==> src/rtl/dma_pkg.sv <==
// Shared types and helpers for the DMA stream arbiter: FSM state encoding,
// the index-width function and the effective-priority type.
package dma_pkg;

    typedef enum logic [1:0] {
        ST_IDLE,
        ST_ARB,
        ST_WORK,
        ST_RELEASE
    } dma_state_e;

    localparam int unsigned DMA_PL_W = 2;

    // One extra bit above the programmed level leaves room for the aged level.
    typedef logic [DMA_PL_W:0] dma_eff_pl_t;

    function automatic int unsigned dma_log2(input int unsigned n);
        int unsigned r;
        r = 1;
        for (int unsigned i = 1; i < 32; i++) begin
            if ((32'd1 << r) < n) r = i + 1;
        end
        return r;
    endfunction

endpackage

==> src/rtl/dma_stream_arbiter_rr_picker.sv <==
// dma_rr_picker: combinational picker that selects the highest effective priority
// among eligible streams, breaking ties round-robin starting after ptr_i.
module dma_rr_picker
    import dma_pkg::*;
#(
    parameter int unsigned NUMB_CH = 8,
    parameter int unsigned PL_W    = 2
) (
    input  logic [NUMB_CH-1:0]            eligible_i,
    input  logic [NUMB_CH*(PL_W+1)-1:0]   eff_pl_i,
    input  logic [dma_log2(NUMB_CH)-1:0]  ptr_i,
    output logic [dma_log2(NUMB_CH)-1:0]  winner_o,
    output logic                          valid_o
);
    localparam int unsigned SEL_W = dma_log2(NUMB_CH);
    localparam int unsigned EPW   = PL_W + 1;

    logic [EPW-1:0]     max_pl;
    logic [NUMB_CH-1:0] cand;
    int unsigned        idx;
    logic [SEL_W-1:0]   idx_s;

    always_comb begin
        max_pl = '0;
        for (int unsigned k = 0; k < NUMB_CH; k++) begin
            if (eligible_i[k] && (eff_pl_i[k*EPW +: EPW] > max_pl)) begin
                max_pl = eff_pl_i[k*EPW +: EPW];
            end
        end
        for (int unsigned k = 0; k < NUMB_CH; k++) begin
            cand[k] = eligible_i[k] && (eff_pl_i[k*EPW +: EPW] == max_pl);
        end
    end

    // Offsets 1..NUMB_CH visit every stream once, the last granted one last.
    always_comb begin
        winner_o = ptr_i;
        valid_o  = 1'b0;
        idx      = 0;
        idx_s    = '0;
        for (int unsigned off = 1; off <= NUMB_CH; off++) begin
            idx = 32'(ptr_i) + off;
            if (idx >= NUMB_CH) idx = idx - NUMB_CH;
            idx_s = idx[SEL_W-1:0];
            if (!valid_o && cand[idx_s]) begin
                valid_o  = 1'b1;
                winner_o = idx_s;
            end
        end
    end

endmodule

==> src/rtl/dma_stream_arbiter.sv <==
// DMA stream arbiter: grants one stream at a time to the master by priority and
// round-robin. Optional starvation aging is enabled by defining DMA_ARB_AGING_EN.
module dma_stream_arbiter
    import dma_pkg::*;
#(
    parameter int unsigned NUMB_CH = 8,
    parameter int unsigned PL_W    = 2,
    parameter int unsigned BEAT_W  = 5,
    parameter int unsigned AGE_W   = 4
) (
    input  logic                          i_clk,
    input  logic                          i_reset,
    input  logic [NUMB_CH-1:0]            i_en_stream,
    input  logic [NUMB_CH-1:0]            i_request,
    input  logic [NUMB_CH*PL_W-1:0]       i_pl,
    input  logic [NUMB_CH*BEAT_W-1:0]     i_beats,
    input  logic                          i_master_ready,
    input  logic                          i_beat_done,
    output logic [dma_log2(NUMB_CH)-1:0]  o_stream_sel,
    output logic                          o_master_en,
    output logic                          o_grant_done
);
    localparam int unsigned SEL_W = dma_log2(NUMB_CH);
    localparam int unsigned EPW   = PL_W + 1;

    dma_state_e         state_q, state_d;
    logic [SEL_W-1:0]   sel_q, sel_d;
    logic [SEL_W-1:0]   last_q, last_d;
    logic [BEAT_W-1:0]  cnt_q, cnt_d;

    logic [NUMB_CH-1:0]       eligible;
    logic [NUMB_CH-1:0]       age_sat;
    logic [NUMB_CH*EPW-1:0]   eff_pl;
    logic [BEAT_W-1:0]        beats_a [NUMB_CH];
    logic [SEL_W-1:0]         pick_idx;
    logic                     pick_valid;

    assign eligible = i_en_stream & i_request;

    always_comb begin
        for (int unsigned k = 0; k < NUMB_CH; k++) begin
            beats_a[k] = i_beats[k*BEAT_W +: BEAT_W];
            eff_pl[k*EPW +: EPW] = age_sat[k] ? {1'b1, {PL_W{1'b0}}}
                                              : {1'b0, i_pl[k*PL_W +: PL_W]};
        end
    end

    dma_rr_picker #(
        .NUMB_CH (NUMB_CH),
        .PL_W    (PL_W)
    ) u_picker (
        .eligible_i (eligible),
        .eff_pl_i   (eff_pl),
        .ptr_i      (last_q),
        .winner_o   (pick_idx),
        .valid_o    (pick_valid)
    );

`ifdef DMA_ARB_AGING_EN
    logic [NUMB_CH-1:0][AGE_W-1:0] age_q, age_d;
    logic                          grant_evt;

    assign grant_evt = (state_q == ST_ARB) && pick_valid && i_master_ready;

    always_comb begin
        age_d = age_q;
        for (int unsigned k = 0; k < NUMB_CH; k++) begin
            age_sat[k] = (age_q[k] == '1);
            if (!i_en_stream[k]) begin
                age_d[k] = '0;
            end else if (grant_evt) begin
                if (SEL_W'(k) == pick_idx) begin
                    age_d[k] = '0;
                end else if (eligible[k] && !age_sat[k]) begin
                    age_d[k] = age_q[k] + AGE_W'(1);
                end
            end
        end
    end

    always_ff @(posedge i_clk) begin
        if (i_reset) age_q <= '0;
        else         age_q <= age_d;
    end
`else
    assign age_sat = '0;

    // AGE_W only sizes the age counters, which this build does not contain.
    if (AGE_W == 0) begin : g_no_age_counters
    end
`endif

    always_comb begin
        state_d = state_q;
        sel_d   = sel_q;
        last_d  = last_q;
        cnt_d   = cnt_q;
        unique case (state_q)
            ST_IDLE: state_d = ST_ARB;
            ST_ARB: begin
                if (pick_valid && i_master_ready) begin
                    sel_d   = pick_idx;
                    last_d  = pick_idx;
                    cnt_d   = (beats_a[pick_idx] == '0) ? BEAT_W'(1) : beats_a[pick_idx];
                    state_d = ST_WORK;
                end
            end
            ST_WORK: begin
                // A disabled stream ends the grant even if its last beat lands now.
                if (!i_en_stream[sel_q]) begin
                    state_d = ST_RELEASE;
                end else if (i_beat_done) begin
                    if (cnt_q == BEAT_W'(1)) state_d = ST_RELEASE;
                    else                     cnt_d   = cnt_q - BEAT_W'(1);
                end
            end
            ST_RELEASE: state_d = ST_ARB;
            default:    state_d = ST_IDLE;
        endcase
    end

    always_ff @(posedge i_clk) begin
        if (i_reset) begin
            state_q <= ST_IDLE;
            sel_q   <= '0;
            last_q  <= SEL_W'(NUMB_CH - 1);
            cnt_q   <= '0;
        end else begin
            state_q <= state_d;
            sel_q   <= sel_d;
            last_q  <= last_d;
            cnt_q   <= cnt_d;
        end
    end

    assign o_stream_sel = sel_q;
    assign o_master_en  = (state_q == ST_WORK);
    assign o_grant_done = (state_q == ST_RELEASE);

endmodule

==> config.mk <==
export PLATFORM = sky130hd
export DESIGN_NAME = dma_stream_arbiter
export DESIGN_NICKNAME = d
export VERILOG_FILES = /design/src/rtl/dma_pkg.sv /design/src/rtl/dma_stream_arbiter_rr_picker.sv /design/src/rtl/dma_stream_arbiter.sv
export SDC_FILE = /design/constraint.sdc
export NUM_CORES = 1
export LEC_CHECK = 0
export ABC_CLOCK_PERIOD_IN_PS = 29900
export CAP_MARGIN = 20
export CORE_MARGIN = 4
export CORE_UTILIZATION = 45
export CTS_BUF_LIST = sky130_fd_sc_hd__clkbuf_4
export DETAILED_ROUTE_END_ITERATION = 12
export MAX_ROUTING_LAYER = met4
export PLACE_DENSITY = 0.76
export SYNTH_ARGS = -nofsm -noshare
export SYNTH_HDL_FRONTEND = slang
export SYNTH_HIERARCHICAL = 1
export SYNTH_SLANG_ARGS = --single-unit
==> constraint.sdc <==
create_clock -name i_clk -period 29.9 [get_ports i_clk]
set_input_delay 4.485 -clock i_clk [delete_from_list [all_inputs] [get_ports i_clk]]
set_output_delay 4.485 -clock i_clk [all_outputs]
set_load 0.05 [all_outputs]
**After elaboration in Yosys (flattened, before gate mapping)**

Cells that the tools add are included.
Widths: inputs -> output; s select.

- Bits in registers: 13
- Input bits: 76
- Output and inout port bits: 5
- Logic and storage cells: 169

- $add $sub $neg: 17
- Magnitude comparators: 26
- Equal/unequal tests: 18
- Mux-type cells: 64
- Bitwise operators: 2
- Reduce and logical (&&, ||, !) cells: 38

Operators with widths:

| cell | count |
|---|---|
| $mux 3 | 23 |
| $lt 3x4->1 const B | 9 |
| $mux 5 | 7 |
| $ge 4x4->1 const B | 8 |
| $bmux 1 s3 | 9 |
| $eq 2x3->1 | 8 |
| $logic_and 1x1->1 | 24 |
| $sub 3x1->3 const B | 8 |
| $gt 2x3->1 | 6 |
| $mux 1 | 17 |
| $add 3x3->4 const B | 4 |
| $bmux 5 s3 | 1 |
| $mux 2 | 5 |
| $pmux 5 s2 | 1 |
| $add 3x2->4 const B | 2 |
| $and 8x8->8 | 1 |
| $logic_not 1->1 | 7 |
| $ne 2x2->1 const B | 3 |
| $pmux 2 s3 | 1 |
| $add 3x4->5 const B | 1 |
| $eq 5x1->1 const B | 1 |
| $ge 5x4->1 const B | 1 |
| $logic_not 5->1 | 1 |
| $reduce_and 5->1 | 1 |
| other kinds (15) | 16 |

**Depth between registers and ports, before layout**

- Depth after elaboration: 58
- Mapped depth: 63
- Gate-level depth less buffers: 61

**Cells and area by module**

Netlist, hierarchy kept.

By module, submodules not included:

| module | instances | cells an instance | area each (um2) | sequential area each (um2) |
|---|---|---|---|---|
| dma_rr_picker | 1 | 369 | 2543.7 | 0.0 |
| dma_stream_arbiter | 1 | 121 | 1117.3 | 260.2 |

**Worst setup path before layout**

Ideal clock, no wire load.

- Kind: input to register
- Start: in i_en_stream[0]
- End: reg cnt_q[0]
- Setup time: 74 ps
- Arrival: 16362 ps
- Required time: 29826 ps
- Slack: 13464 ps
- Cell stages on the path: 59
- Buffers on the path: 3
- Cell sequence: and2_1 -> and2_1 -> ha_1 -> nand3_1 -> o211a_2 -> nand2_1 -> o21ai_0 -> ha_1 -> or2_2 -> a311oi_1 -> o311ai_0 -> o221a_2 -> ha_1 -> nor2_1 -> maj3_2 -> maj3_2 -> a32o_1 -> ha_1 -> (+23 left out) -> and2_1 -> a31o_2 -> buf_2 -> xor2_1 -> nor4_1 -> mux2i_1 -> a211oi_1 -> or4_4 -> nand3b_4 -> nor4_4 -> a221oi_2 -> xnor2_1 -> buf_4 -> mux4_2 -> mux2i_1 -> a41oi_1 -> or4_1 -> a31oi_1

- Cells in the longest elaborated chain, start to end: 58
- Elaborated cells between the ends (all ways): 100
- Classes of those cells: 7 x order compare; 10 x eq/ne; 48 x mux; 2 x bitwise; 33 x reduce/logical

RTL lines:

| what | line | text |
|---|---|---|
| start: declaration | dma_stream_arbiter.sv:13 | `input logic [NUMB_CH-1:0] i_en_stream,` |
| $and 8x8->8 (*) | dma_stream_arbiter.sv:38 | `assign eligible = i_en_stream & i_request;` |
| $logic_and 1x1->1 | dma_stream_arbiter_rr_picker.sv:26 | `if (eligible_i[k] && (eff_pl_i[k*EPW +: EPW] > max_pl)) begin` |
| $mux 2 | dma_stream_arbiter_rr_picker.sv:26 |  |
| $gt 2x2->1 | dma_stream_arbiter_rr_picker.sv:26 |  |
| $logic_and 1x1->1 | dma_stream_arbiter_rr_picker.sv:26 |  |
| $mux 3 | dma_stream_arbiter_rr_picker.sv:26 |  |
| $gt 2x3->1 | dma_stream_arbiter_rr_picker.sv:26 |  |
| $logic_and 1x1->1 | dma_stream_arbiter_rr_picker.sv:26 |  |
| (+42 left out) | - |  |
| named net pick_idx[0] | dma_stream_arbiter.sv:35 | `logic [SEL_W-1:0] pick_idx;` |
| $not 3->4 (implied by the code) (*) | dma_stream_arbiter.sv:104 | `cnt_d = (beats_a[pick_idx] == '0) ? BEAT_W'(1) : beats_a[pick_idx];` |
| $bmux 5 s3 (*) | dma_stream_arbiter.sv:104 |  |
| $mux 5 (implied by the code) (*) (2 in a row) | dma_stream_arbiter.sv:104 |  |
| $logic_not 5->1 | dma_stream_arbiter.sv:104 |  |
| $mux 5 (*) | dma_stream_arbiter.sv:104 |  |
| $mux 5 (*) | dma_stream_arbiter.sv:101 | `if (pick_valid && i_master_ready) begin` |
| $pmux 5 s2 (*) | dma_stream_arbiter.sv:98 | `unique case (state_q)` |
| end signal: assignment | dma_stream_arbiter.sv:132 | `cnt_q <= cnt_d;` |
| end: declaration | dma_stream_arbiter.sv:29 | `logic [BEAT_W-1:0] cnt_q, cnt_d;` |

The timed path passes the listed nets; every way through them passes the cells marked *. The select of a mux whose other input is x is not followed.
A chain may end at the register's enable or synchronous reset.

**Worst setup path in the final report**

- Start: in i_en_stream[0]
- End: reg cnt_q[0]

- Cells in the longest elaborated chain, start to end: 58
- Elaborated cells between the ends (all ways): 100
- Classes of those cells: 7 x order compare; 10 x eq/ne; 48 x mux; 2 x bitwise; 33 x reduce/logical

RTL lines:

| what | line | text |
|---|---|---|
| $and 8x8->8 (*) | dma_stream_arbiter.sv:38 |  |
| named net eligible[0] | dma_stream_arbiter.sv:31 | `logic [NUMB_CH-1:0] eligible;` |
| $logic_and 1x1->1 | dma_stream_arbiter_rr_picker.sv:26 |  |
| $mux 2 | dma_stream_arbiter_rr_picker.sv:26 |  |
| $gt 2x2->1 | dma_stream_arbiter_rr_picker.sv:26 |  |
| $logic_and 1x1->1 | dma_stream_arbiter_rr_picker.sv:26 |  |
| $mux 3 | dma_stream_arbiter_rr_picker.sv:26 |  |
| $gt 2x3->1 | dma_stream_arbiter_rr_picker.sv:26 |  |
| (+43 left out) | - |  |
| named net pick_idx[1] | dma_stream_arbiter.sv:35 |  |
| $not 3->4 (implied by the code) (*) | dma_stream_arbiter.sv:104 |  |
| $bmux 5 s3 (*) | dma_stream_arbiter.sv:104 |  |
| $mux 5 (implied by the code) (*) (2 in a row) | dma_stream_arbiter.sv:104 |  |
| $logic_not 5->1 | dma_stream_arbiter.sv:104 |  |
| $mux 5 (*) | dma_stream_arbiter.sv:104 |  |
| $mux 5 (*) | dma_stream_arbiter.sv:101 |  |
| $pmux 5 s2 (*) | dma_stream_arbiter.sv:98 |  |

Marks and branches as above.

==> impl_results.md <==
* Top cells by area, synth: dfxtp_1, ha_1, mux4_2
* RSZ-0062 raised after global routing: false
* Post-CTS Setup Repair Bufs at 0
* Post-CTS Resized at 0
* Largest area contributor in the netlist: dfxtp_1
* Slowest CP cell: o21ai_1
* Rows at 32
* Sequential area share after synthesis at 7.109%
* Seq. cell area at 260.3 sq um
* Fillcell total at 740
* Ys flop type: dfxtp_1
* Slew Limit Fails at 0
* CTS tree: done
* Synth Warn # at 6
* Root buffer selected by CTS: clkbuf_4
* Post-synth ARST share at 0%
* CORE AREA at 7807 sq um
* Worst Skew at 0.002612 ns
* Pwr per Cell Area at 98.85 nW/um^2
* CP startpoint kind: input port
* Syn Inst Count at 490
* Multi-input gate area at 3343 sq um
* Chip width at 98.20 microns
* Req. time, crit path at 30.11 ns
* CTS Buf Count at 3
* Post-DP HPWL at 9287 microns
* Most used cell, CP: ha_1
* DRT Pass-1 Iters at 5
* GRT overflow at 0
* CP Max Fanout at 12
* Ratio of cells with drive above 1 in the final layout at 8.784%
* R2R depth at 14
* #FFs+latches synth at 13
* Clock H-tree levels at 1
* Port buffer count at 80
* Top cell type's share of synthesized area at 7.109%
* Placed Instances at 690
* # DRC at 0
* CP peak stage delay at 0.77 ns
* Starting DRC count in detailed routing at 244
* Startpoint of the worst hold path: cnt_q[4]
* FF-to-FF End: cnt_q[0]
* Worst Hold Class: register to register
* Total track usage at 23.96%
* Setup violations, final at 0
* IO Pins at 81
* Max Freq at 55.26 MHz
* Clk buf depth at 2
* Die height at 98.20 microns
* Power Total at 0.4617 mW
* Crit end category: register
* Vias/cell at 6.014
* Initial Util at 46.89%
* # Max-Cap Violations at 0
* Number of hold buffers added after CTS at 0
* GP Congestion at 0.9727
* Synthesis-to-finish area growth at 27.58%
* Syn Area/Cell at 7.471 sq um
* Antenna violations before repair at 0
* Util after Layout at 59.82%
* Die area at 9642 sq um
* Final Hold Viols at 0
* Post-route setup TNS at 0 ns
* Clock sink count at 13
* Yosys cell types at 88
* Max-slew headroom at 36.81%
* Routed WL at 11490 microns
* FF-to-FF setup slack at 24.51 ns
* Vias in the first global route at 4104
* DR WL/cell at 16.55 microns
* Peak supply drop at 0.00007508 V
* Fin crit period at 18.10 ns
* CP bufs+invs at 1
* Critical path class: input port to register
* CP delay by family, top: compound AO/OA/AOI/OAI gates
* First-pass GRT wire length at 19440 microns
* Hold Path Depth at 2
* Syn Std Cell Area at 3661 sq um
* Crit share post-route at 60.53%
* Leak at 1.869 nW
* Tightest Pin Transition at 0.9415 ns
* Routed Antenna Nets at 0
* EDFF count, synth at 0
* Worst Path Arrival at 18.30 ns
* DR vias at 4174
* ANT cells at 0
* R2r startpoint: last_q[1]
* Clock latency on the worst-skew pair at 0.28 ns
* Maximum number of pins on one net before global-route repair at 22
* Clock-pin slew on the worst setup and hold paths at 0.08 ns
* Worst Hold Path EP: cnt_q[4]
* Outcome: completed
* Post-layout net count at 689
* Final Non-Filler Cells at 694
## registers in the layout (all words and copies together) (netlist names)
| register | cells |
|---|---|
| cnt_q | 5 |
| last_q | 3 |
| o_stream_sel | 3 |
| state_q | 2 |
## cells by family after synthesis
logic type,count (synthesis),synth area share (%)
other,1,0.1024
xor gates and xnor gates,21,5.024
DFF,13,7.109
muxes,37,14.25
AOI/OAI and AO/OA,155,32.19
adders and majority gates,24,7.997
buffers and inverters,44,5.160
and+or+nand+nor,195,28.16
## worst min-delay path, delay by kind of cell (launching register included)
family          cells  cell delay (ns)
compound gates      2             0.12
flops               1             0.33
## worst max path at each step
stage                         from        to  slack [ns]  depth (start not counted)
finish              i_en_stream[0]  cnt_q[0]       11.80                         57
floorplan           i_en_stream[0]  cnt_q[0]       13.46                         59
detailed placement  i_en_stream[0]  cnt_q[0]       11.71                         57
global route        i_en_stream[0]  cnt_q[0]       10.83                         59
global placement    i_en_stream[0]  cnt_q[0]       12.15                         57
CTS                 i_en_stream[0]  cnt_q[0]       11.98                         57
## layer usage
metal | GRT usage, % | vias up | part of all wire (%) | wire, microns
met2 | 39.69 | 150 | 48 | 5520
met3 | 3.143 | 8 | 5.9 | 677
met5 | - | - | 0 | 0
met1 | 32.16 | 1957 | 46 | 5226
li1 | - | 2059 | - | -
met4 | 3.046 | 0 | 0.53 | 61
## where the power goes
part	internal, mW	switching, mW
Combinational	0.192	0.220
Clock	0.00610	0.00627
Sequential	0.0245	0.0128
Total	0.223	0.239
## cell usage in the layout, fill, tap and decap left out, types with 12 or more instances in the layout
cell,count
a21oi_1,32
and2_1,21
clkdlybuf4s50_1,80
conb_1,36
dfxtp_1,13
ha_1,20
inv_1,25
mux2i_1,21
nand2_1,48
nand3_1,22
nor2_1,31
nor4_1,20
o21ai_0,26
xor2_1,12
## layout make-up
cell class / instances / area share [%]
repair buffers: 82 / 17.47
well taps: 102 / 2.732
inverters: 25 / 2.009
flip-flops and latches: 13 / 5.572
clock buffers: 4 / 0.6429
multi-input cells: 468 / 71.58
## through the flow
stage | worst slack (ns) | instance area (sq um) | hold WS (ns)
detailed placement | 11.71 | 4641 | 0.4814
CTS | 11.98 | 4671 | 0.4930
floorplan | 13.46 | 3792 | 0.4276
finish | 11.80 | 4671 | 0.4927
global placement | 12.15 | 4641 | 0.4755
global route | 10.83 | 4671 | 0.5221
## cells in the mapped netlist, drive strengths merged, types with 6 or more instances
cell type and count:
nor2b 9, or2 7, a21oi 33, nor3 10, xor2 12, nor4 21
dfxtp 13, mux4 11, a211oi 11, ha 20, o21ai 31, mux2i 21
buf 7, and2 22, nand3 22, and3 6, inv 25, xnor2 9
nand2 48, clkbuf 12, o211ai 9, nor2 31, o21a 6
Power figures use the tool's default switching activity.
